<file path="config.mk">
export PLATFORM = sky130hd
export DESIGN_NAME = load_store_unit_flat
export DESIGN_NICKNAME = d
export VERILOG_FILES = /design/src/rtl/lsu_pkg.sv /design/src/rtl/load_store_unit_if.sv /design/src/rtl/lsu_align.sv /design/src/rtl/load_store_unit.sv /design/src/flat_wrapper.sv
export SDC_FILE = /design/constraint.sdc
export NUM_CORES = 1
export LEC_CHECK = 0
export ABC_AREA = 0
export ABC_CLOCK_PERIOD_IN_PS = 1800
export CAP_MARGIN = 0
export CORE_ASPECT_RATIO = 2
export CORE_MARGIN = 5
export CORE_UTILIZATION = 35
export CTS_CLUSTER_SIZE = 8
export DETAILED_ROUTE_END_ITERATION = 10
export PLACE_DENSITY = 0.64
export SKIP_CTS_REPAIR_TIMING = 1
export SKIP_LAST_GASP = 1
export SLEW_MARGIN = 20
export SYNTH_ARGS = -nofsm -noshare
export SYNTH_HDL_FRONTEND = slang
export SYNTH_SLANG_ARGS = --single-unit
</file>
<file path="constraint.sdc">
create_clock -name clk -period 1.8 [get_ports clk]
set_clock_uncertainty 0.1 [all_clocks]
set_input_delay 0.54 -clock clk [delete_from_list [all_inputs] [get_ports clk]]
set_output_delay 0.54 -clock clk [all_outputs]
set_load 0.1 [all_outputs]
</file>
<file path="src/rtl/lsu_pkg.sv">
// lsu_pkg: shared FSM states, FUNCT3 encodings, fault causes and the acceptance fault check
package lsu_pkg;
  typedef enum logic [1:0] {IDLE, REQ, WAIT, RESP} state_e;
  localparam logic [2:0] F3_B = 3'b000, F3_H = 3'b001, F3_W = 3'b010, F3_BU = 3'b100, F3_HU = 3'b101;
  localparam logic [1:0] FC_NONE = 2'b00, FC_MISALIGN = 2'b01, FC_ILLEGAL = 2'b10, FC_TIMEOUT = 2'b11;
  // illegal encoding outranks misalignment; stores have no unsigned variants
  function automatic logic [1:0] check_fault(logic [2:0] f3, logic [1:0] off, logic wr);
    logic illegal, misal;
    illegal = wr ? !(f3 inside {F3_B, F3_H, F3_W}) : !(f3 inside {F3_B, F3_H, F3_W, F3_BU, F3_HU});
    misal = ((f3 == F3_H || f3 == F3_HU) && off[0]) || (f3 == F3_W && off != 2'b00);
    return illegal ? FC_ILLEGAL : misal ? FC_MISALIGN : FC_NONE;
  endfunction
endpackage

</file>
<file path="src/rtl/load_store_unit_if.sv">
// load_store_unit_if: data-memory req/gnt/rvalid bus between the LSU (master) and memory (slave)
interface load_store_unit_if;
  logic req, we, gnt, rvalid;
  logic [3:0] be;
  logic [31:0] addr, wdata, rdata;
  modport master(output req, we, be, addr, wdata, input gnt, rvalid, rdata);
  modport slave(input req, we, be, addr, wdata, output gnt, rvalid, rdata);
endinterface

</file>
<file path="src/rtl/lsu_align.sv">
// lsu_align: store byte-lane steering/replication and load shift plus sign/zero extension
module lsu_align import lsu_pkg::*; (
  input  logic [2:0]  funct3_i,
  input  logic [1:0]  offset_i,
  input  logic [31:0] wdata_i,
  input  logic [31:0] rdata_i,
  output logic [3:0]  be_o,
  output logic [31:0] wdata_o,
  output logic [31:0] rdata_o
);
  logic [31:0] sh;
  // width comes from funct3[1:0]; funct3[2] only selects zero-extension on loads
  always_comb begin
    sh = rdata_i >> {offset_i, 3'b000};
    be_o = funct3_i[1:0] == 2'b00 ? 4'b0001 << offset_i :
           funct3_i[1:0] == 2'b01 ? 4'b0011 << {offset_i[1], 1'b0} : 4'hF;
    wdata_o = funct3_i[1:0] == 2'b00 ? {4{wdata_i[7:0]}} :
              funct3_i[1:0] == 2'b01 ? {2{wdata_i[15:0]}} : wdata_i;
    rdata_o = funct3_i == F3_B  ? {{24{sh[7]}}, sh[7:0]} :
              funct3_i == F3_H  ? {{16{sh[15]}}, sh[15:0]} :
              funct3_i == F3_BU ? {24'h0, sh[7:0]} :
              funct3_i == F3_HU ? {16'h0, sh[15:0]} : sh;
  end
endmodule

</file>
<file path="src/rtl/load_store_unit.sv">
// load_store_unit: RV32I load/store stage with req/gnt/rvalid memory handshake; LSU_TIMEOUT_EN bounds WAIT
module load_store_unit import lsu_pkg::*; #(
  parameter int TIMEOUT_CYCLES = 255
) (
  input  logic        clk,
  input  logic        rst_n,
  input  logic        start_i,
  input  logic        mem_read_i,
  input  logic        mem_write_i,
  input  logic [2:0]  funct3_i,
  input  logic [31:0] addr_i,
  input  logic [31:0] wdata_i,
  output logic        busy_o,
  output logic        done_o,
  output logic [31:0] rdata_o,
  output logic        fault_o,
  output logic [1:0]  fault_cause_o,
  load_store_unit_if.master dm
);
  state_e state_q;
  logic write_q, busy_q, done_q, fault_q, accept, fin, tmo;
  logic [2:0] f3_q;
  logic [1:0] fc_q, cause_q, accept_fc, fin_cause;
  logic [31:0] addr_q, wdata_q, rdata_q, wdata_rep, rdata_ext, fin_data;
  logic [3:0] be;
  if (TIMEOUT_CYCLES < 1) begin : g_bad_timeout
    $error("TIMEOUT_CYCLES must be at least 1");
  end
  lsu_align u_align (
    .funct3_i(f3_q), .offset_i(addr_q[1:0]), .wdata_i(wdata_q), .rdata_i(dm.rdata),
    .be_o(be), .wdata_o(wdata_rep), .rdata_o(rdata_ext)
  );
  assign accept = state_q == IDLE && start_i && (mem_read_i != mem_write_i);
  assign accept_fc = check_fault(funct3_i, addr_i[1:0], mem_write_i);
  assign dm.req = state_q == REQ;
  assign dm.we = dm.req && write_q;
  assign dm.be = dm.req ? (write_q ? be : 4'hF) : 4'h0;
  assign dm.addr = dm.req ? {addr_q[31:2], 2'b00} : 32'h0;
  assign dm.wdata = dm.we ? wdata_rep : 32'h0;
  assign {busy_o, done_o, rdata_o, fault_o, fault_cause_o} = {busy_q, done_q, rdata_q, fault_q, cause_q};
`ifdef LSU_TIMEOUT_EN
  localparam int CW = TIMEOUT_CYCLES > 255 ? $clog2(TIMEOUT_CYCLES + 1) : 8;
  logic [CW-1:0] cnt_q;
  assign tmo = state_q == WAIT && cnt_q == CW'(TIMEOUT_CYCLES - 1);
  // WAIT-cycle counter, zero everywhere else so it is clear on entry
  always_ff @(posedge clk or negedge rst_n)
    if (!rst_n) cnt_q <= '0;
    else cnt_q <= state_q == WAIT ? cnt_q + 1'b1 : '0;
`else
  assign tmo = 1'b0;
`endif
  // completion: store grant, load rvalid/timeout, or a fault parked in RESP without DONE yet
  always_comb begin
    fin = (state_q == REQ && dm.gnt && write_q) || (state_q == WAIT && (dm.rvalid || tmo)) ||
          (state_q == RESP && !done_q);
    fin_cause = state_q == RESP ? fc_q : (state_q == WAIT && !dm.rvalid) ? FC_TIMEOUT : FC_NONE;
    fin_data = (state_q == WAIT && dm.rvalid) ? rdata_ext : 32'h0;
  end
  // main FSM with registered core-side results
  always_ff @(posedge clk or negedge rst_n)
    if (!rst_n) begin
      state_q <= IDLE;
      {write_q, busy_q, done_q, fault_q} <= '0;
      f3_q <= '0;
      {fc_q, cause_q} <= '0;
      {addr_q, wdata_q, rdata_q} <= '0;
    end else begin
      done_q <= fin;
      if (fin) begin
        busy_q <= 1'b0;
        fault_q <= fin_cause != FC_NONE;
        cause_q <= fin_cause;
        rdata_q <= fin_data;
      end
      case (state_q)
        IDLE: if (accept) begin
          write_q <= mem_write_i;
          f3_q <= funct3_i;
          addr_q <= addr_i;
          wdata_q <= wdata_i;
          fc_q <= accept_fc;
          busy_q <= 1'b1;
          state_q <= accept_fc == FC_NONE ? REQ : RESP;
        end
        REQ: if (dm.gnt) state_q <= write_q ? RESP : WAIT;
        WAIT: if (fin) state_q <= RESP;
        default: if (done_q) state_q <= IDLE;
      endcase
    end
endmodule

</file>
<file path="src/flat_wrapper.sv">
// flat-port wrapper written by rule: the top's interface ports become plain ports
module load_store_unit_flat import lsu_pkg::*;
#(
  parameter int TIMEOUT_CYCLES = 255
)
  (clk, rst_n, start_i, mem_read_i, mem_write_i, funct3_i, addr_i, wdata_i, busy_o, done_o, rdata_o, fault_o, fault_cause_o, dm_req, dm_we, dm_be, dm_addr, dm_wdata, dm_gnt, dm_rvalid, dm_rdata);
  load_store_unit_if dm_i ();
  input  logic clk;
  input  logic rst_n;
  input  logic start_i;
  input  logic mem_read_i;
  input  logic mem_write_i;
  input  logic [2:0] funct3_i;
  input  logic [31:0] addr_i;
  input  logic [31:0] wdata_i;
  output logic busy_o;
  output logic done_o;
  output logic [31:0] rdata_o;
  output logic fault_o;
  output logic [1:0] fault_cause_o;
  output wire logic [$bits(dm_i.req)-1:0] dm_req;
  output wire logic [$bits(dm_i.we)-1:0] dm_we;
  output wire logic [$bits(dm_i.be)-1:0] dm_be;
  output wire logic [$bits(dm_i.addr)-1:0] dm_addr;
  output wire logic [$bits(dm_i.wdata)-1:0] dm_wdata;
  input wire logic [$bits(dm_i.gnt)-1:0] dm_gnt;
  input wire logic [$bits(dm_i.rvalid)-1:0] dm_rvalid;
  input wire logic [$bits(dm_i.rdata)-1:0] dm_rdata;
  assign dm_req = dm_i.req;
  assign dm_we = dm_i.we;
  assign dm_be = dm_i.be;
  assign dm_addr = dm_i.addr;
  assign dm_wdata = dm_i.wdata;
  assign dm_i.gnt = dm_gnt;
  assign dm_i.rvalid = dm_rvalid;
  assign dm_i.rdata = dm_rdata;
  load_store_unit #(.TIMEOUT_CYCLES(TIMEOUT_CYCLES)) u_core (.clk(clk), .rst_n(rst_n), .start_i(start_i), .mem_read_i(mem_read_i), .mem_write_i(mem_write_i), .funct3_i(funct3_i), .addr_i(addr_i), .wdata_i(wdata_i), .busy_o(busy_o), .done_o(done_o), .rdata_o(rdata_o), .fault_o(fault_o), .fault_cause_o(fault_cause_o), .dm(dm_i));
endmodule
</file>
==> run_results.csv <==
group,metric,value,unit
status,status,"finished with violations",
status,violations,"negative setup slack",
timing,finalMaxSlewViolations,0,
job,cap_violations,0,
global_routing,grt_max_degree,49,
layout,final_cell_mix,"buf_12, dfrtp_1, clkdlybuf4s50_1",
critical_path,cp-startpoint,"u_core.state_q[0]",
timing,setup_viol,147,
global_routing,grt_pass1_wl,29200,um
synthesis,synth_edf_count,0,
layout,synthToLayoutAreaGrowth,94.9,%
cts,cts_tree,"built",
global_routing,grtUsageMet2,0.308,
drt,vias,5494,
placement,gp_congestion,0.862,
critical_path,reg2reg_to,"u_core.done_o",
cts,clock_latency,0.34,ns
floorplan,fp-row-count,66,
global_routing,track_usage,0.193,
timing,fin_crit_sh,1.29,
layout,num-nets-final,984,
critical_path,timing.rr.start,"u_core.state_q[0]",
global_routing,overflow,0,
placement,dp.cells,1040,
critical_path,worstPathCellList,"ha_4 > nand2_8 > buf_6 > clkinvlp_4 > buf_4 > buf_12",
synthesis,yosysUniqueCellTypes,42,
synthesis,synth_area,0.00570,mm2
drt,wire_per_inst,18.6,um
synthesis,synthArstFlopShare,1.00,
timing,hold_viol_final,0,
critical_path,cp.arrival,1.68,ns
synthesis,syn_area_per_cell,9.57,um2
global_routing,grt_pass1_vias,5417,
critical_path,r2r_cells,10,
cts,cts_root_buf,"clkbuf_16",
synthesis,synth-main-ff-cell,"dfrtp_1",
synthesis,yosysWarnings,0,
critical_path,crit_end,"dm_we",
cts,cts.sinks,109,
global_routing,grt_util_met3,0.0718,
timing,min_period,2.32,ns
layout,final_cells,1080,
drt,initialDrtViolationCount,162,
placement,io_buffers,210,
drt,drc,0,
synthesis,synthCells,595,
timing,timing.fmax,430,MHz
synthesis,ys_ff_latch,109,
floorplan,die_x,100,um
floorplan,die_y,190,um
floorplan,pin_count,213,
cts,clockBufferDepth,2,
layout,insertedDiodeCount,0,
floorplan,start_util,0.354,
drt,drt_wl_total,20100,um
timing,setup_tns,-42.42,ns
floorplan,die_area,0.0191,mm2
drt,drt_pre_antenna_iters,4,
critical_path,crit_family,"buffers and inverters",
cts,htreeDepth,3,
critical_path,path_class,"reg2out",
drt,postRouteAntennaNets,0,
critical_path,worstSetupStartpointType,"flip-flop",
floorplan,coreArea,0.0161,mm2
layout,fillers,1179,
cts,cts_buffers,9,
timing,timing.final.ws_setup,-0.524,ns
layout,drive_above_1_share,0.469,
global_routing,grt_util_met1,0.248,
critical_path,rrSetupSlack,-0.29,ns
critical_path,worst_ep_required_time,1.16,ns
drt,vias_per_cell,5.09,
layout,ff_latch_area,0.00273,mm2
critical_path,cp.buffers_inverters,4,
critical_path,cp.depth,6,
critical_path,cpMaxStageDelayCell,"dfrtp_2",
layout,final_common_cell,"buf_12",
placement,dpl.hpwl,14500,um
critical_path,path_max_fanout,5,
timing,rsz0062_at_grt,"true",
cts,clkTransAtPathRegs,0.07,ns
critical_path,worstSetupEndpointType,"output port",
layout,multi_input_comb_area,0.00355,mm2
hold_path,hold_path_class,"reg2reg",
global_routing,antenna_found_initial,0,
critical_path,critical-path-max-stage-delay,0.45,ns
synthesis,seq_area_frac_synth,0.479,
global_routing,grt_busiest_layer,"met2",
[per-stage QoR]
step | instance area, um2 | hold WS [ns] | utilization | worst slack, ns
2_1_floorplan | 6150 | 0.144 | - | -0.721
3_3_place_gp | 9980 | 0.337 | 0.620 | -0.522
3_5_place_dp | 9980 | 0.336 | 0.620 | -0.549
4_1_cts | 10200 | -0.0377 | 0.636 | -0.640
5_1_grt | 11100 | 0.434 | 0.690 | -0.597
6_report | 11100 | 0.411 | 0.690 | -0.524
[layer usage]
layer | share of wire | up-vias
li1 | - | 2578
met1 | 0.41 | 2692
met2 | 0.49 | 202
met3 | 0.083 | 22
met4 | 0.018 | 0
met5 | 0 | -
[cell families after synthesis]
logic type	count (synthesis)	share of synthesized area
and+or+nand+nor	224	0.179
AOI/OAI and AO/OA	117	0.119
DFF	109	0.479
muxes	89	0.171
buffers and inverters	49	0.0389
adders and majority gates	5	0.0110
other	1	0.000658
xor gates and xnor gates	1	0.00154
[area by class of cell]
| type | instances | share of cell area |
|---|---|---|
| clock inverter | 5 | 0.00338 |
| timing repair buffer | 309 | 0.385 |
| clock buffer | 9 | 0.0203 |
| sequential | 109 | 0.246 |
| multi-input combinational | 438 | 0.319 |
| tap | 204 | 0.0230 |
| inverter | 6 | 0.00282 |
[synth_stat cells (6+ instances only)]
library cell | instances | area (um2)
a21oi_1 | 43 | 215
a31oi_1 | 8 | 50.1
and2_1 | 33 | 206
and3_1 | 8 | 50.1
buf_1 | 6 | 22.5
buf_2 | 12 | 60.1
clkbuf_1 | 21 | 78.8
dfrtp_1 | 109 | 2730
mux2_2 | 57 | 642
mux2i_1 | 31 | 310
nand2_1 | 113 | 424
nand3_1 | 11 | 55.1
nand3b_1 | 7 | 52.6
nor2_1 | 41 | 154
nor2b_1 | 6 | 37.5
o21ai_0 | 48 | 240
[registers in the layout, indices dropped and copies added (netlist names)]
register and cells:
u_core.write_q 1, u_core.fault_cause_o 2, u_core.done_o 1, u_core.rdata_o 32, u_core.f3_q 3, u_core.wdata_q 32
u_core.fault_o 1, u_core.busy_o 1, u_core.addr_q 32, u_core.state_q 2, u_core.fc_q 2
[worst min-delay path: stages (launching register included)]
cell     delay, ns
dfrtp_1       0.37
nand2_1       0.06
nand2_1       0.06
[worst min-delay path by stage]
stage	from	end	slack (ns)	depth (start not counted)
2_1_floorplan	rst_n	u_core.addr_q[0]	0.14	0
5_1_grt	u_core.addr_q[24]	u_core.addr_q[24]	0.43	1
3_5_place_dp	rst_n	u_core.rdata_o[30]	0.34	1
3_3_place_gp	rst_n	u_core.rdata_o[29]	0.34	1
6_report	u_core.wdata_q[8]	u_core.wdata_q[8]	0.41	2
4_1_cts	rst_n	u_core.rdata_o[30]	-0.04	1
Power is not shown: default switching activity piles up to over one toggle a cycle in this logic, so the estimate is an artifact.
